### src/rtl/ret_stack_pkg.sv
// rtl/ret_stack_pkg.sv - shared stack helpers: tag bit position and modulo-DEPTH pointer wrap
package ret_stack_pkg;

    localparam int RSTK_NBITS = 9;

    // The interrupt tag sits directly above the address bits of each entry.
    function automatic int rstk_tag(input int nbits);
        return nbits;
    endfunction

    function automatic int ptr_wrap_inc(input int ptr, input int depth);
        return (ptr == depth - 1) ? 0 : ptr + 1;
    endfunction

    function automatic int ptr_wrap_dec(input int ptr, input int depth);
        return (ptr == 0) ? depth - 1 : ptr - 1;
    endfunction

endpackage

### src/rtl/ret_stack_if.sv
// rtl/ret_stack_if.sv - prefetch/PC-mux side bundle of the return-address stack
interface ret_stack_if #(
    parameter int NBITS = 9,
    parameter int DEPTH = 8
);
    localparam int NLVL = $clog2(DEPTH + 1);

    logic             push;
    logic             pop;
    logic             push_itr;
    logic [NBITS-1:0] in;
    logic [NBITS-1:0] out;
    logic             out_itr;
    logic [NLVL-1:0]  level;
    logic             empty;
    logic             full;
    logic [NLVL-1:0]  itr_lvl;
    logic             ovf;
    logic             udf;

    modport master (
        output push, pop, push_itr, in,
        input  out, out_itr, level, empty, full, itr_lvl, ovf, udf
    );

    modport slave (
        input  push, pop, push_itr, in,
        output out, out_itr, level, empty, full, itr_lvl, ovf, udf
    );

endinterface

### src/rtl/ret_stack_ptr.sv
// rtl/ret_stack_ptr.sv - stack pointer, registered pointer-1, level counter and full/empty decode
module ret_stack_ptr
    import ret_stack_pkg::*;
#(
    parameter int DEPTH = 8,
    parameter int NADDR = $clog2(DEPTH),
    parameter int NLVL  = $clog2(DEPTH + 1)
) (
    input  logic             clk_i,
    input  logic             rst_i,
    input  logic             adv_i,
    input  logic             ret_i,
    output logic [NADDR-1:0] ptr_o,
    output logic [NADDR-1:0] ptrm1_o,
    output logic [NLVL-1:0]  level_o,
    output logic             full_o,
    output logic             empty_o
);

    logic [NADDR-1:0] ptr_q, ptr_d;
    logic [NADDR-1:0] ptrm1_q, ptrm1_d;
    logic [NLVL-1:0]  level_q, level_d;

    assign full_o  = (level_q == NLVL'(DEPTH));
    assign empty_o = (level_q == '0);

    // ptrm1 is kept as its own register so the top-of-stack read never waits on a wrap compare.
    always_comb begin
        ptr_d   = ptr_q;
        ptrm1_d = ptrm1_q;
        level_d = level_q;
        if (adv_i) begin
            ptr_d   = NADDR'(ptr_wrap_inc(int'(ptr_q), DEPTH));
            ptrm1_d = ptr_q;
            if (!full_o) begin
                level_d = level_q + NLVL'(1);
            end
        end else if (ret_i) begin
            ptr_d   = ptrm1_q;
            ptrm1_d = NADDR'(ptr_wrap_dec(int'(ptrm1_q), DEPTH));
            level_d = level_q - NLVL'(1);
        end
    end

    always_ff @(posedge clk_i) begin
        if (rst_i) begin
            ptr_q   <= '0;
            ptrm1_q <= NADDR'(DEPTH - 1);
            level_q <= '0;
        end else begin
            ptr_q   <= ptr_d;
            ptrm1_q <= ptrm1_d;
            level_q <= level_d;
        end
    end

    assign ptr_o   = ptr_q;
    assign ptrm1_o = ptrm1_q;
    assign level_o = level_q;

endmodule

### src/rtl/ret_stack.sv
// rtl/ret_stack.sv - return-address stack with interrupt tags and sticky ovf/udf
// Build option RET_STACK_GUARD_EN: drop pushes while full instead of overwriting the oldest entry.
module ret_stack
    import ret_stack_pkg::*;
#(
    parameter int NBITS = RSTK_NBITS,
    parameter int DEPTH = 8
) (
    input  logic        clk,
    input  logic        rst,
    ret_stack_if.slave  bus
);

    localparam int NADDR = $clog2(DEPTH);
    localparam int NLVL  = $clog2(DEPTH + 1);
    localparam int TAG   = rstk_tag(NBITS);

    logic [NBITS:0]   mem_q [DEPTH];
    logic [NADDR-1:0] ptr, ptrm1, waddr;
    logic [NLVL-1:0]  level;
    logic             full, empty;
    logic             wr_en, adv, ret, replace;
    logic [NBITS:0]   top_ent;
    logic             old_tag;
    logic [NLVL-1:0]  itr_q, itr_d;
    logic             ovf_q, ovf_d, udf_q, udf_d;

    ret_stack_ptr #(.DEPTH(DEPTH), .NADDR(NADDR), .NLVL(NLVL)) u_ptr (
        .clk_i   (clk),
        .rst_i   (rst),
        .adv_i   (adv),
        .ret_i   (ret),
        .ptr_o   (ptr),
        .ptrm1_o (ptrm1),
        .level_o (level),
        .full_o  (full),
        .empty_o (empty)
    );

    assign top_ent = mem_q[ptrm1];
    assign old_tag = mem_q[ptr][TAG];

    always_comb begin
        wr_en   = 1'b0;
        adv     = 1'b0;
        ret     = 1'b0;
        replace = 1'b0;
        waddr   = ptr;
        ovf_d   = ovf_q;
        udf_d   = udf_q;
        itr_d   = itr_q;
        if (bus.push && bus.pop && !empty) begin
            replace = 1'b1;
            wr_en   = 1'b1;
            waddr   = ptrm1;
        end else if (bus.push) begin
            if (!full) begin
                wr_en = 1'b1;
                adv   = 1'b1;
            end else begin
                ovf_d = 1'b1;
`ifndef RET_STACK_GUARD_EN
                wr_en = 1'b1;
                adv   = 1'b1;
`endif
            end
        end else if (bus.pop) begin
            if (empty) begin
                udf_d = 1'b1;
            end else begin
                ret = 1'b1;
            end
        end
        if (wr_en) begin
            itr_d = itr_d + NLVL'(bus.push_itr);
        end
        if (replace || ret) begin
            itr_d = itr_d - NLVL'(top_ent[TAG]);
        end
        // A circular push while full evicts the oldest frame, which sits at ptr.
        if (adv && full) begin
            itr_d = itr_d - NLVL'(old_tag);
        end
    end

    always_ff @(posedge clk) begin
        if (rst) begin
            itr_q <= '0;
            ovf_q <= 1'b0;
            udf_q <= 1'b0;
        end else begin
            itr_q <= itr_d;
            ovf_q <= ovf_d;
            udf_q <= udf_d;
        end
    end

    always_ff @(posedge clk) begin
        if (!rst && wr_en) begin
            mem_q[waddr] <= {bus.push_itr, bus.in};
        end
    end

    assign bus.out     = empty ? '0 : top_ent[NBITS-1:0];
    assign bus.out_itr = !empty && top_ent[TAG];
    assign bus.level   = level;
    assign bus.empty   = empty;
    assign bus.full    = full;
    assign bus.itr_lvl = itr_q;
    assign bus.ovf     = ovf_q;
    assign bus.udf     = udf_q;

endmodule

### src/flat_wrapper.sv
// flat-port wrapper written by rule: the top's interface ports become plain ports
module ret_stack_flat import ret_stack_pkg::*;
#(
    parameter int NBITS = RSTK_NBITS,
    parameter int DEPTH = 8
)
  (clk, rst, bus_push, bus_pop, bus_push_itr, bus_in, bus_out, bus_out_itr, bus_level, bus_empty, bus_full, bus_itr_lvl, bus_ovf, bus_udf);
  ret_stack_if #(.NBITS(NBITS), .DEPTH(DEPTH)) bus_i ();
  input  logic clk;
  input  logic rst;
  input wire logic [$bits(bus_i.push)-1:0] bus_push;
  input wire logic [$bits(bus_i.pop)-1:0] bus_pop;
  input wire logic [$bits(bus_i.push_itr)-1:0] bus_push_itr;
  input wire logic [$bits(bus_i.in)-1:0] bus_in;
  output wire logic [$bits(bus_i.out)-1:0] bus_out;
  output wire logic [$bits(bus_i.out_itr)-1:0] bus_out_itr;
  output wire logic [$bits(bus_i.level)-1:0] bus_level;
  output wire logic [$bits(bus_i.empty)-1:0] bus_empty;
  output wire logic [$bits(bus_i.full)-1:0] bus_full;
  output wire logic [$bits(bus_i.itr_lvl)-1:0] bus_itr_lvl;
  output wire logic [$bits(bus_i.ovf)-1:0] bus_ovf;
  output wire logic [$bits(bus_i.udf)-1:0] bus_udf;
  assign bus_i.push = bus_push;
  assign bus_i.pop = bus_pop;
  assign bus_i.push_itr = bus_push_itr;
  assign bus_i.in = bus_in;
  assign bus_out = bus_i.out;
  assign bus_out_itr = bus_i.out_itr;
  assign bus_level = bus_i.level;
  assign bus_empty = bus_i.empty;
  assign bus_full = bus_i.full;
  assign bus_itr_lvl = bus_i.itr_lvl;
  assign bus_ovf = bus_i.ovf;
  assign bus_udf = bus_i.udf;
  ret_stack #(.NBITS(NBITS), .DEPTH(DEPTH)) u_core (.clk(clk), .rst(rst), .bus(bus_i));
endmodule
### config.mk
export PLATFORM = sky130hd
export DESIGN_NAME = ret_stack_flat
export DESIGN_NICKNAME = d
export VERILOG_FILES = /design/src/rtl/ret_stack_pkg.sv /design/src/rtl/ret_stack_if.sv /design/src/rtl/ret_stack_ptr.sv /design/src/rtl/ret_stack.sv /design/src/flat_wrapper.sv
export SDC_FILE = /design/constraint.sdc
export NUM_CORES = 1
export LEC_CHECK = 0
export ABC_CLOCK_PERIOD_IN_PS = 2800
export CAP_MARGIN = 20
export CELL_PAD_IN_SITES_DETAIL_PLACEMENT = 0
export CELL_PAD_IN_SITES_GLOBAL_PLACEMENT = 1
export CORE_UTILIZATION = 46
export CTS_BUF_LIST = sky130_fd_sc_hd__clkbuf_4
export DETAILED_ROUTE_END_ITERATION = 10
export GPL_TIMING_DRIVEN = 0
export HOLD_SLACK_MARGIN = 0.05
export MAX_ROUTING_LAYER = met4
export PLACE_DENSITY_LB_ADDON = 0.1
export RECOVER_POWER = 50
export SYNTH_ARGS = -nofsm -noshare
export SYNTH_HDL_FRONTEND = slang
export SYNTH_SLANG_ARGS = --single-unit
export TNS_END_PERCENT = 30
### constraint.sdc
create_clock -name clk -period 2.8 [get_ports clk]
set_clock_uncertainty 0.1 [all_clocks]
set_input_delay 0.56 -clock clk [delete_from_list [all_inputs] [get_ports clk]]
set_output_delay 0.56 -clock clk [all_outputs]
set_load 0.005 [all_outputs]
==> metrics.txt <==
initial antenna violation count=0; post-synth cell types=47; die area=10000 um2; Placed Area=4920 um2; YS warnings=0; setup violators final=0; clk sink count=102; Post-synth EDFFs=80; worst hold path type=reg2reg; CTS Buf Count=9; period utilisation layout=99.4%; PD cells=824 nW/um2; static leakage=0.00188 uW; Slew Viols, Final=0; Final Net Count=361; crit path launch type=flop; synthesized flop and latch total=102; xor and xnor area share after synthesis=1.39%; Fillers=791; Detail Route Antenna Nets=0; Post-synth ARST share=0%; Core Box Area=9280 um2; Die W=100 um; Mapped Nets=307; CTS tree=yes; Worst Setup End Kind=output pin; number of global-route vias before repair=2478; MaxCap Viol Count=0; HPWL Detailed=5480 um; setup repair after global routing missed its margin=true; via-per-instance ratio=5.45; Layout area overhead=17.4%; starting density of the core=47.6%; Mapped Area=4420 um2; clk root buf=clkbuf_4; min cycle time layout=2.78 ns; ANT cells=0; CP arrival=2.12 ns; buffers added on ports=34; worst vdd ir=0.436 mV; total gr overflow=0; gr usage total=19.2%; post-synthesis simple-gate area fraction=7.48%; gpl congestion=0.756; hold_sp=u_core.bus.ovf$_SDFFE_PP0P_; Iter 0 DRT Violations=129; number of core rows=35; # placed instances=444; Non-Filler Instances=468; total number of vias=2549; Synth Instances=281; final hold viol count=0; Total Wirelength=8680 um; post-synthesis mux area share=15.7%; Max FO, Critical Path=7; TritonRoute pass-1 iters=4; drt drc=0; CTS H-tree lvls=3; status=completed; adder-cell share of the synthesized area=3.57%; worst-skew pair later-pin latency=0.42 ns; DR WL/cell=18.5 um; dominant synthesized flop cell=edfxtp_1; design area=5190 um2; IO Count=36; Max clock buf depth=2; FMAX=359 MHz; die height=100 um; Worst Max-Slew Pin Slew=0.902 ns; required time of the critical path=2.14 ns; largest net degree at the start of global routing=19; complex-gate fraction of the synthesized area=5.30%; layout cells sized above 1=25.4%; Slew headroom=39.8%; sequential share of the synthesized area=64.4%; syn_area_per_cell=15.7 um2; Clock transition at path regs=0.15 ns; first-pass GRT wire length=13600 um; combinational family with the most area after synthesis=multiplexers; CP Class=reg2out
where the power goes:
group          switching [uW]  internal [uW]
Clock                     498            194
Combinational             768            839
Sequential                167           1810
registers in the layout, summed over array words and instances, names as in the netlist, named ones only:
| signal | count |
|---|---|
| u_core.mem_q | 80 |
| u_core.bus.udf | 1 |
| u_core.bus.itr_lvl | 4 |
| u_core.u_ptr.level_o | 4 |
| u_core.u_ptr.ptr_o | 3 |
| u_core.u_ptr.ptrm1_o | 3 |
| u_core.bus.ovf | 1 |
critical path: stages (launching register included):
cell	delay, ns
dfxtp_2	0.35
buf_6	0.11
buf_12	0.13
clkbuf_16	0.15
buf_6	0.09
mux4_2	0.50
mux2i_1	0.15
nor2_1	0.07
buf_2	0.13
metrics by stage:
| step | hold WS (ns) | power, uW | util (%) | TNS (ns) | setup WS, ns |
|---|---|---|---|---|---|
| 6_report | 0.390 | 4270 | 55.9 | 0 | 0.0175 |
| 5_1_grt | 0.415 | 4530 | 55.9 | -1.04 | -0.0915 |
| 4_1_cts | 0.401 | 4320 | 55.9 | -0.0653 | -0.0325 |
| 3_5_place_dp | 0.369 | 3500 | 53.0 | -49.92 | -0.737 |
| 3_3_place_gp | 0.353 | 3500 | 53.0 | -51.39 | -0.717 |
| 2_1_floorplan | 0.361 | 2900 | - | 0 | 0.0765 |
worst paths after layout:
check / depth (start not counted) / slack [ns] / end
worst min register to register: 2 / 0.39 / u_core.bus.ovf$_SDFFE_PP0P_
worst max-delay path: 8 / 0.02 / bus_out[0]
worst min-delay path: 2 / 0.39 / u_core.bus.ovf$_SDFFE_PP0P_
worst max register to register: 11 / 0.02 / u_core.bus.itr_lvl[1]$_SDFF_PP0_
cells in the final DEF (no fill, tap or decap), types with 3 or more instances in the layout:
cell,count
inv_1,7
dfxtp_1,17
buf_2,3
nand2_1,12
clkdlybuf4s50_1,9
nand3_1,4
xnor2_1,3
a21oi_1,5
nor2_1,29
buf_4,8
mux2i_1,15
edfxtp_1,80
clkbuf_4,10
nor2_4,5
nor3_1,4
clkbuf_2,9
ha_1,11
o21ai_0,4
mux4_2,19
clkbuf_1,3
dfxtp_2,5
dlygate4sd3_1,13
a31oi_1,5
xor2_1,4
nor2_2,5
mux2_2,3
logic make-up (layout without fill, tap and decap cells):
logic type	Yosys count	after routing
DFF	102	102
xor gates and xnor gates	7	7
and+or+nand+nor	71	71
muxes	40	40
buffers and inverters	19	77
AOI/OAI and AO/OA	30	30
adders and majority gates	12	12
Yosys cell counts (all sizes together), types with 2 or more instances:
| master | count | share of area [%] |
|---|---|---|
| nor2 | 39 | 3.3 |
| inv | 8 | 0.68 |
| buf | 4 | 0.93 |
| nand3 | 4 | 0.45 |
| a21oi | 5 | 0.57 |
| mux2i | 16 | 3.6 |
| ha | 11 | 3.1 |
| mux2 | 3 | 0.76 |
| mux4 | 21 | 11 |
| xor2 | 4 | 0.79 |
| o31ai | 2 | 0.34 |
| a31oi | 5 | 0.71 |
| xnor2 | 3 | 0.60 |
| o21ai | 4 | 0.45 |
| or3 | 2 | 0.28 |
| clkbuf | 7 | 0.60 |
| edfxtp | 80 | 54 |
| nand2 | 12 | 1.0 |
| nor3b | 2 | 0.34 |
| dfxtp | 22 | 10 |
| nor3 | 4 | 0.45 |
| a22oi | 2 | 0.34 |
metal layers:
metal	GRT usage, %	wire (um)
met1	27.2	4230
met2	29.1	4150
met3	2.51	214
met4	6.58	85
met5	-	0
repair_timing:
item,in CTS,in global routing
gates resized for setup,56,18
buffers inserted,6,4
hold buffers,0,0
pin swaps,2,4
endpoints found under the setup margin,95,91
gates cloned,1,0
layout make-up:
cell class / instances / area, um2 / area share (%)
buffer: 9 / 95.1 / 1.83
clock buffer: 9 / 67.6 / 1.30
clock inverter: 6 / 53.8 / 1.04
inverter: 8 / 30.0 / 0.579
multi-input combinational: 160 / 1530 / 29.4
sequential: 102 / 2850 / 54.9
tap: 129 / 161 / 3.11
timing repair buffer: 45 / 403 / 7.77
Power figures use the tool's default switching activity.
